[src/rtl/rr_mux_4to1.sv]
// rr_mux_4to1: four-channel round-robin collector onto one registered stream tagged with source id s.
// Optional per-channel saturating transfer counters are built when RR_MUX_CNT_EN is defined.
module rr_mux_4to1 #(
  parameter int DW = 8
) (
  input  logic          clk,
  input  logic          rst,
  input  logic [DW-1:0] d0,
  input  logic [DW-1:0] d1,
  input  logic [DW-1:0] d2,
  input  logic [DW-1:0] d3,
  input  logic          v0,
  input  logic          v1,
  input  logic          v2,
  input  logic          v3,
  output logic          rdy0,
  output logic          rdy1,
  output logic          rdy2,
  output logic          rdy3,
  output logic [DW-1:0] y,
  output logic [1:0]    s,
  output logic          y_valid,
  input  logic          y_ready,
  input  logic [1:0]    cnt_sel,
  output logic [15:0]   cnt
);
  logic [3:0] vv, rdy;
  logic [1:0] last, p1, p2, p3, g;
  logic load, any;
  logic [DW-1:0] dg;
  assign vv = {v3, v2, v1, v0};
  assign load = !y_valid || y_ready;
  assign any = |vv;
  assign p1 = last + 2'd1;
  assign p2 = last + 2'd2;
  assign p3 = last + 2'd3;
  assign g = vv[p1] ? p1 : vv[p2] ? p2 : vv[p3] ? p3 : last;
  assign dg = g == 2'd0 ? d0 : g == 2'd1 ? d1 : g == 2'd2 ? d2 : d3;
  // rdy is gated by rst so no producer sees a handshake while reset is asserted
  assign rdy = {4{load & any & !rst}} & (4'b0001 << g);
  assign {rdy3, rdy2, rdy1, rdy0} = rdy;
  always_ff @(posedge clk or posedge rst)
    if (rst) begin
      y <= '0;
      s <= 2'b00;
      y_valid <= 1'b0;
      last <= 2'd3;
    end else if (load) begin
      y_valid <= any;
      if (any) begin
        y <= dg;
        s <= g;
        last <= g;
      end
    end
`ifdef RR_MUX_CNT_EN
  logic [15:0] c [4];
  always_ff @(posedge clk or posedge rst)
    if (rst) begin
      for (int i = 0; i < 4; i++) c[i] <= '0;
    end else begin
      for (int i = 0; i < 4; i++)
        if (rdy[i] && c[i] != 16'hFFFF) c[i] <= c[i] + 16'd1;
    end
  assign cnt = c[cnt_sel];
`else
  logic unused_sel;
  assign unused_sel = ^cnt_sel;
  assign cnt = 16'h0000;
`endif
endmodule
[config.mk]
export PLATFORM = sky130hd
export DESIGN_NAME = rr_mux_4to1
export DESIGN_NICKNAME = d
export VERILOG_FILES = /design/src/rtl/rr_mux_4to1.sv
export SDC_FILE = /design/constraint.sdc
export NUM_CORES = 1
export LEC_CHECK = 0
export CORE_MARGIN = 1.5
export CORE_UTILIZATION = 37
export DETAILED_ROUTE_END_ITERATION = 6
export HOLD_SLACK_MARGIN = 0.02
export PLACE_DENSITY_LB_ADDON = 0.15
export SLEW_MARGIN = 30
export SYNTH_ARGS = -nofsm -noshare
export SYNTH_HDL_FRONTEND = slang
export SYNTH_SLANG_ARGS = --single-unit
[constraint.sdc]
create_clock -name clk -period 4.05 [get_ports clk]
set_input_delay 1.0125 -clock clk [delete_from_list [all_inputs] [get_ports clk]]
set_output_delay 1.0125 -clock clk [all_outputs]
set_load 0.02 [all_outputs]
==> results.sh, run 1 <==
export IMPL_ios=72
export IMPL_status="finished clean"
export IMPL_drv_slew=0
export IMPL_htree_num_levels=1
export IMPL_gp_congestion=0.7197
export IMPL_num_fill_cells=229
export IMPL_path_buf_inv=3
export IMPL_placed_cell_area_um2=1523
export IMPL_synthCells=102
export IMPL_cts_setup_buffers=0
export IMPL_n_antenna_cell=0
export IMPL_initial_utilization=0.3963
export IMPL_setup_tns_ns=0
export IMPL_synth_most_common_cell="buf_4"
export IMPL_io_buffers=53
export IMPL_path_depth=6
export IMPL_hp_class="reg2reg"
export IMPL_grt_overflow=0
export IMPL_min_period_over_period=0.9425
export IMPL_crit_fanout=4
export IMPL_end_kind="output pin"
export IMPL_slew_headroom=0.6651
export IMPL_cts_buffers=3
export IMPL_die_h_um=54.98
export IMPL_hold_path_depth=2
export IMPL_place_ws_ns=-0.05322
export IMPL_synth_area_leader_cell="dfrtp_1"
export IMPL_worstSetupStartpointType="input pin"
export IMPL_die_x_um=54.98
export IMPL_p_leak_nw=0.7416
export IMPL_synth_area_um2=999.7
export IMPL_cts_root_buf="clkbuf_4"
export IMPL_core_area_um2=2522
export IMPL_yosys_most_used_dff="dfrtp_1"
export IMPL_synth_top_area_frac=0.2753
export IMPL_antenna_found_initial=0
export IMPL_power_mw=0.6324
export IMPL_finalHoldViolations=0
export IMPL_slowest_stage="clkdlybuf4s50_1"
export IMPL_skew_ns=0.006801
export IMPL_nets=204
export IMPL_stdcell_area_um2=1551
export IMPL_wl_per_cell_um=12.82
export IMPL_netlist_top_cells_area="dfrtp_1 28%, mux2i_1 16%, buf_4 13%"
export IMPL_viasPerCell=4.760
export IMPL_clock_sinks=13
export IMPL_grt_pass1_vias=851
export IMPL_synthTopCellsByCount="17 x buf_4, 16 x mux2i_1, 16 x nand2_1"
export IMPL_dr_pass1_iters=4
export IMPL_worstPathArrival_ns=2.80
export IMPL_clk_path_buf_depth=2
export IMPL_setup_violations=0
export IMPL_p_per_area_nw_per_um2=407.6
export IMPL_routed_wl_um=2461
export IMPL_dieArea_um2=3023
export IMPL_worstSkewPairLatency_ns=0.26
export IMPL_rsz0062_at_grt="no"
export IMPL_drive_gt1_frac=0.1543
export IMPL_max_freq_mhz=262.0
export IMPL_num_vias=914
export IMPL_grt_pass1_wl_um=3477
export IMPL_ff2ff_path_depth=6
export IMPL_area_growth_pct=55.19
export IMPL_synth_edf_count=0
export IMPL_cts_tree="built"
export IMPL_path_cells="clkdlybuf4s50_1, mux2_4, a222oi_1, buf_4, nor3b_1, dlygate4sd2_1"
export IMPL_drtAntennaViolNets=0
export IMPL_seq_area_frac_synth=0.3279
export IMPL_critPathKind="in2out"
export IMPL_std_cell_rows=18
export IMPL_worst_slew_pin_slew_ns=0.5017
export IMPL_cpLargestDelayFamily="buffers and inverters"
export IMPL_synth_seq_cells=13
export IMPL_cpPeakStageDelay_ns=0.44
export IMPL_yosysWarnings=0
export IMPL_syn_avg_cell_area_um2=9.801
export IMPL_drt_initial_drc_count=12
export IMPL_max_cap_viol_count=0
export IMPL_min_period_ns=3.817
export IMPL_async_flop_share=1.000
export IMPL_peakVddDrop_mv=0.2467
export IMPL_drc_errors=0
export IMPL_ys_types=23
export IMPL_dp_final_hpwl_um=1988
export IMPL_grt_max_degree=14
export IMPL_finalWorstSetupSlack_ns=0.2329
export IMPL_clkTransAtPathRegs_ns=0.07
export IMPL_grt_use_total=0.1597
export IMPL_worstPathRequired_ns=3.04
==> layer usage <==
layer  GRT usage  up-vias  part of all wire
met5           0        -                 0
met4     0.04878        0            0.0069
met3     0.01882        2             0.077
met2      0.2897       45              0.49
met1      0.1963      423              0.43
li1            -      444                 -
==> layout make-up <==
class,instances,area [um2],area share
tap,30,37.54,0.02419
timing repair buffer,64,615.6,0.3968
multi-input combinational,77,529.3,0.3411
sequential,13,327.8,0.2113
inverter,4,15.01,0.009677
clock buffer,4,26.28,0.01694
==> cell usage in the layout, fill, tap and decap left out <==
cell	count
buf_4	11
nand2b_1	2
dlygate4sd2_1	2
a222oi_1	1
clkbuf_4	3
dfstp_2	2
mux2i_1	16
clkdlybuf4s50_1	49
nand2_1	16
nor4_1	1
dfrtp_1	11
mux2_4	1
a21oi_1	5
nor2_1	3
clkbuf_1	1
conb_1	16
nor3_1	3
a31oi_1	1
inv_1	4
o21ai_0	1
dlymetal6s2s_1	2
o221ai_2	8
nor3b_1	2
a21o_1	1
==> sequential cells by signal, summed over array words and instances (netlist names) <==
signal / flops
y: 8
y_valid: 1
s: 2
last: 2
==> per-stage QoR <==
stage	utilization	cells	hold slack [ns]
5_1_grt	0.6151	192	0.5197
6_report	0.6151	192	0.4829
2_1_floorplan	-	117	0.4887
3_3_place_gp	0.6037	188	0.4627
4_1_cts	0.6131	192	0.4907
3_5_place_dp	0.6037	188	0.4683
==> worst paths after layout <==
| check | from | slack, ns | endpoint |
|---|---|---|---|
| min in group asynchronous | rst | 1.19 | y[0] |
| setup reg to reg | last[1] | 1.98 | y[4] |
| hold / removal | s[1] | 0.48 | s[1] |
| hold reg to reg | s[1] | 0.48 | s[1] |
| setup / recovery | v1 | 0.23 | rdy0 |
| max in group asynchronous | rst | 2.50 | last[0] |
==> tightest hold or removal path, delay by kind of cell (launching register included) <==
kind	cells	cell delay (ns)
AND/OR/NAND/NOR	2	0.10
flip-flops	1	0.35
==> logic make-up (layout without fill, tap and decap cells) <==
| family | after synthesis | in the layout | synth area share |
|---|---|---|---|
| AOI/OAI and AO/OA | 17 | 17 | 0.1740 |
| and+or+nand+nor | 27 | 27 | 0.1201 |
| muxes | 17 | 17 | 0.1752 |
| buffers and inverters | 27 | 72 | 0.1990 |
| other | 1 | 16 | 0.003751 |
| DFF | 13 | 13 | 0.3279 |
==> report_power, final <==
part,total [mW],internal [mW],switching [mW]
combinational,0.360,0.185,0.175
clock,0.0756,0.0380,0.0376
sequential,0.197,0.172,0.0254
==> timing repair <==
item                       in CTS  in global routing
hold buffers                    0                  0
resized for setup               2                  2
setup endpoints to repair       2                  2
cloned                          0                  0
pin swaps                       0                  1
Power figures use the tool's default switching activity.
==> run 2, diff against run 1 <==
--- a/config.mk
+++ b/config.mk
@@ -6,7 +6,7 @@
 export NUM_CORES = 1
 export LEC_CHECK = 0
 export CORE_MARGIN = 1.5
-export CORE_UTILIZATION = 37
+export CORE_UTILIZATION = 34
 export DETAILED_ROUTE_END_ITERATION = 6
 export HOLD_SLACK_MARGIN = 0.02
 export PLACE_DENSITY_LB_ADDON = 0.15
==> constraint.sdc (replaced) <==
create_clock -name clk -period 3.85 [get_ports clk]
set_input_delay 0.9625 -clock clk [delete_from_list [all_inputs] [get_ports clk]]
set_output_delay 0.9625 -clock clk [all_outputs]
set_load 0.02 [all_outputs]
==> results.sh, run 2 (synthesized netlist as in run 1, its figures left out) <==
export IMPL_routed_wl_um=2357
export IMPL_die_x_um=57.23
export IMPL_htree_num_levels=1
export IMPL_worstSetupStartpointType="input pin"
export IMPL_worstPathArrival_ns=2.77
export IMPL_std_cell_rows=19
export IMPL_drtAntennaViolNets=0
export IMPL_grt_use_total=0.1526
export IMPL_dieArea_um2=3275
export IMPL_drv_slew=0
export IMPL_min_period_over_period=0.9692
export IMPL_top_register="y"
export IMPL_dr_pass1_iters=4
export IMPL_viasPerCell=4.775
export IMPL_largest_reg_flops=8
export IMPL_wl_per_cell_um=12.34
export IMPL_grt_pass1_wl_um=3919
export IMPL_critPathKind="in2out"
export IMPL_rsz0062_at_grt="no"
export IMPL_drc_errors=0
export IMPL_multi_input_area_um2=539.3
export IMPL_seq_power_share=0.313
export IMPL_grt_max_degree=14
export IMPL_grt_overflow=0
export IMPL_crit_fanout=4
export IMPL_dp_final_hpwl_um=1847
export IMPL_cts_root_buf="clkbuf_4"
export IMPL_worstPathRequired_ns=2.89
export IMPL_antenna_found_initial=0
export IMPL_skew_ns=0.001049
export IMPL_mostFrequentLayoutCells="49 x clkdlybuf4s50_1, 16 x nand2_1, 16 x mux2i_1, 16 x conb_1, 11 x dfrtp_1"
export IMPL_num_fill_cells=285
export IMPL_power_mw=0.6664
export IMPL_drt_initial_drc_count=18
export IMPL_slew_headroom=0.6602
export IMPL_place_ws_ns=-0.1820
export IMPL_n_antenna_cell=0
export IMPL_die_h_um=57.23
export IMPL_end_kind="output pin"
export IMPL_status="finished clean"
export IMPL_finalHoldViolations=0
export IMPL_grt_pass1_vias=887
export IMPL_clkPwrFrac=0.127
export IMPL_cts_buffers=3
export IMPL_drive_gt1_frac=0.1563
export IMPL_min_period_ns=3.732
export IMPL_hold_buffers=0
export IMPL_gp_congestion=0.6589
export IMPL_worstSkewPairLatency_ns=0.27
export IMPL_setup_violations=0
export IMPL_regArea_um2=327.8
export IMPL_p_per_area_nw_per_um2=432.7
export IMPL_area_growth_pct=54.07
export IMPL_hp_class="reg2reg"
export IMPL_worst_slew_pin_slew_ns=0.5092
export IMPL_p_sw_frac=0.3828
export IMPL_max_freq_mhz=268.0
export IMPL_clk_path_buf_depth=2
export IMPL_p_sw_mw=0.2551
export IMPL_postLayoutCoreUtil=0.5538
export IMPL_core_area_um2=2781
export IMPL_peakVddDrop_mv=0.2447
export IMPL_p_leak_nw=0.7063
export IMPL_power_frac_comb=0.560
export IMPL_nets=202
export IMPL_largestRegisters="y: 8 flops, last: 2 flops, s: 2 flops"
export IMPL_clkTransAtPathRegs_ns=0.08
export IMPL_num_vias=912
export IMPL_io_buffers=53
export IMPL_max_cap_viol_count=0
export IMPL_ios=72
export IMPL_clock_sinks=13
export IMPL_intPower_mw=0.4113
export IMPL_mostFrequentLayoutCell="clkdlybuf4s50_1"
export IMPL_finalWorstSetupSlack_ns=0.1185
export IMPL_cts_tree="built"
export IMPL_initial_utilization=0.3594
-- run 2: area by class of cell --
type / count / share of cell area
repair buffers: 62 / 0.3851
multi-input cells: 77 / 0.3501
flip-flops and latches: 13 / 0.2128
well taps: 31 / 0.02518
clock buffers: 4 / 0.01706
inverters: 4 / 0.009748
-- run 2: layer usage --
metal	up-vias	part of all wire	global-route usage
li1	446	-	-
met1	422	0.43	0.1994
met2	42	0.48	0.2529
met3	2	0.081	0.03855
met4	0	0.0064	0.03987
met5	-	0	0
-- run 2: final timing paths --
check	slack (ns)	end	startpoint	cells past startpoint
max in group asynchronous	2.35	last[0]	rst	2
hold reg to reg	0.50	y[3]	y[3]	2
hold / removal	0.50	y[3]	y[3]	2
setup reg to reg	1.69	y[3]	last[1]	6
min in group asynchronous	1.14	s[1]	rst	2
setup / recovery	0.12	rdy2	v1	6
-- run 2: what timing repair did --
item	in CTS	in global routing
setup endpoints to repair	4	0
setup buffers	0	0
resized for setup	6	0
-- run 2: power groups by stage --
stage	registers (mW)	logic [mW]	clock network (mW)
detailed placement	0.208	0.380	0
floorplan	0.246	0.215	0
global route	0.214	0.402	0.0970
CTS	0.209	0.378	0.0902
finish	0.209	0.373	0.0844
global placement	0.208	0.376	0
-- run 2: critical path: stages --
cell,delay (ns)
clkdlybuf4s50_1,0.45
mux2_4,0.28
a222oi_1,0.34
buf_4,0.20
nor3b_1,0.17
dlygate4sd2_1,0.36
-- run 2: per-stage QoR --
| stage | cell area [um2] | cells | TNS [ns] | hold WS [ns] |
|---|---|---|---|---|
| finish | 1540 | 191 | 0 | 0.5018 |
| global route | 1540 | 191 | 0 | 0.5306 |
| CTS | 1540 | 191 | 0 | 0.5029 |
| detailed placement | 1509 | 187 | -0.5107 | 0.4743 |
| global placement | 1509 | 187 | -0.5725 | 0.4731 |
| floorplan | 1056 | 117 | 0 | 0.4887 |
==> run 3, diff against run 2 <==
--- a/config.mk
+++ b/config.mk
@@ -5,11 +5,14 @@
 export SDC_FILE = /design/constraint.sdc
 export NUM_CORES = 1
 export LEC_CHECK = 0
+export CELL_PAD_IN_SITES_DETAIL_PLACEMENT = 0
+export CELL_PAD_IN_SITES_GLOBAL_PLACEMENT = 1
 export CORE_MARGIN = 1.5
-export CORE_UTILIZATION = 34
+export CORE_UTILIZATION = 24
 export DETAILED_ROUTE_END_ITERATION = 6
 export HOLD_SLACK_MARGIN = 0.02
 export PLACE_DENSITY_LB_ADDON = 0.15
+export SKIP_CTS_REPAIR_TIMING = 1
 export SLEW_MARGIN = 30
 export SYNTH_ARGS = -nofsm -noshare
 export SYNTH_HDL_FRONTEND = slang
==> results.sh, run 3 (synthesized netlist as in run 1, its figures left out) <==
export IMPL_status="finished clean"
export IMPL_dr_pass1_iters=4
export IMPL_mostFrequentLayoutCell="clkdlybuf4s50_1"
export IMPL_max_freq_mhz=271.2
export IMPL_top_register="y"
export IMPL_slowest_stage="clkdlybuf4s50_1"
export IMPL_gp_congestion=0.7131
export IMPL_worstPathRequired_ns=2.89
export IMPL_worst_slew_pin_slew_ns=0.5780
export IMPL_rr_endpoint="y[3]"
export IMPL_htree_num_levels=1
export IMPL_num_fill_cells=414
export IMPL_grt_max_degree=14
export IMPL_nets=205
export IMPL_n_antenna_cell=0
export IMPL_ff2ff_path_depth=6
export IMPL_peakVddDrop_mv=0.2117
export IMPL_end_kind="output pin"
export IMPL_min_period_ns=3.687
export IMPL_hp_start="y[1]"
export IMPL_wl_per_cell_um=12.10
export IMPL_intPower_mw=0.4522
export IMPL_grt_use_total=0.1175
export IMPL_regToRegSetupSlack_ns=1.68
export IMPL_clock_sinks=13
export IMPL_path_buf_inv=4
export IMPL_power_frac_comb=0.537
export IMPL_drc_errors=0
export IMPL_drive_gt1_frac=0.1595
export IMPL_critPathKind="in2out"
export IMPL_power_mw=0.7191
export IMPL_place_inst=208
export IMPL_p_leak_nw=0.7803
export IMPL_min_period_over_period=0.9577
export IMPL_antenna_found_initial=0
export IMPL_finalHoldViolations=0
export IMPL_area_growth_pct=61.08
export IMPL_r2r_start="last[1]"
export IMPL_routed_wl_um=2577
export IMPL_cts_root_buf="clkbuf_8"
export IMPL_grt_overflow=0
export IMPL_io_buffers=53
export IMPL_placed_cell_area_um2=1548
export IMPL_p_per_area_nw_per_um2=446.5
export IMPL_cpPeakStageDelay_ns=0.47
export IMPL_drt_initial_drc_count=40
export IMPL_crit_top_cell="buf_4"
export IMPL_grt_pass1_wl_um=3850
export IMPL_initial_utilization=0.2499
export IMPL_worstSkewPairLatency_ns=0.24
export IMPL_drtAntennaViolNets=0
export IMPL_clk_path_buf_depth=2
export IMPL_setup_tns_ns=0
export IMPL_ios=72
export IMPL_worstPathArrival_ns=2.72
export IMPL_path_cells="clkdlybuf4s50_1, mux2_4, a222oi_1, buf_4, buf_4, nor3_1, dlymetal6s2s_1"
export IMPL_num_vias=901
export IMPL_std_cell_rows=23
export IMPL_mostFrequentLayoutCells="49 x clkdlybuf4s50_1, 16 x nand2_1, 16 x mux2i_1, 16 x conb_1, 12 x buf_4"
export IMPL_seq_power_share=0.290
export IMPL_rsz0062_at_grt="no"
export IMPL_core_area_um2=4000
export IMPL_clkPwrFrac=0.174
export IMPL_p_sw_mw=0.2668
export IMPL_largest_reg_flops=8
export IMPL_grt_pass1_vias=819
export IMPL_instances_no_fill=213
export IMPL_p_sw_frac=0.3711
export IMPL_hp_class="reg2reg"
export IMPL_die_h_um=67.54
export IMPL_viasPerCell=4.230
export IMPL_skew_ns=0.001136
export IMPL_path_depth=7
export IMPL_cts_tree="built"
export IMPL_slew_headroom=0.6142
export IMPL_cp_startpoint="v3"
export IMPL_worstSetupStartpointType="input pin"
export IMPL_cpLargestDelayFamily="buffers and inverters"
export IMPL_largestRegisters="y: 8 flops, last: 2 flops, s: 2 flops"
export IMPL_drv_slew=0
export IMPL_worstSetupEndpoint="rdy1"
export IMPL_cts_buffers=3
export IMPL_setup_violations=0
export IMPL_die_x_um=67.54
export IMPL_dp_final_hpwl_um=2041
export IMPL_clkTransAtPathRegs_ns=0.06
export IMPL_max_cap_viol_count=0
export IMPL_crit_fanout=10
export IMPL_stdcell_area_um2=1610
export IMPL_dieArea_um2=4562
==> run 3: changes by cell type in the layout (fill, tap and decap cells not counted) <==
cell / change
dlygate4sd2_1: -4
dlymetal6s2s_1: +4
buf_4: +3
clkbuf_4: -3
clkbuf_8: +3
a21oi_1: +1
a21oi_2: -1
nor4_1: +1
nor4_2: -1
==> run 3: worst min-delay path by stage <==
stage               endpoint  slack (ns)  depth (start not counted)
floorplan            last[0]        0.49                          2
detailed placement      s[1]        0.47                          2
finish                  y[1]        0.49                          2
CTS                     y[1]        0.50                          2
global placement        s[1]        0.46                          2
global route            s[1]        0.53                          2
==> run 3: layout make-up <==
type / instances / area [um2] / area share
multi-input combinational: 77 / 529.3 / 0.3287
clock buffer: 4 / 45.04 / 0.02797
inverter: 4 / 15.01 / 0.009324
sequential: 13 / 327.8 / 0.2036
tap: 50 / 62.56 / 0.03885
timing repair buffer: 65 / 630.6 / 0.3916
==> run 3: routing by layer <==
metal  part of all wire  global-route usage  vias to the layer above
li1                   -                   -                      448
met1               0.45              0.1549                      413
met2               0.47              0.1703                       38
met3              0.079             0.03500                        2
met4             0.0093             0.06378                        0
met5                  0                   0                        -
==> run 3: tightest hold or removal path, delay by kind of cell, from the launching register on <==
family          cells  cell delay (ns)
simple gates        1             0.06
flops               1             0.34
compound gates      1             0.05
==> run 3: metrics by stage <==
step	utilization	hold slack (ns)	setup slack, ns
floorplan	-	0.4887	0.5687
global placement	0.3869	0.4618	-0.2129
detailed placement	0.3869	0.4735	-0.2271
CTS	0.3982	0.4976	-0.2595
global route	0.4026	0.5269	0.04131
finish	0.4026	0.4895	0.1629
==> run 3: power groups by stage <==
stage | Sequential (mW) | Combinational [mW] | Clock [mW]
final | 0.208 | 0.386 | 0.125
after global routing | 0.215 | 0.419 | 0.136
after CTS | 0.210 | 0.389 | 0.128
after detailed placement | 0.209 | 0.388 | 0
after global placement | 0.208 | 0.387 | 0
after floorplan | 0.246 | 0.215 | 0
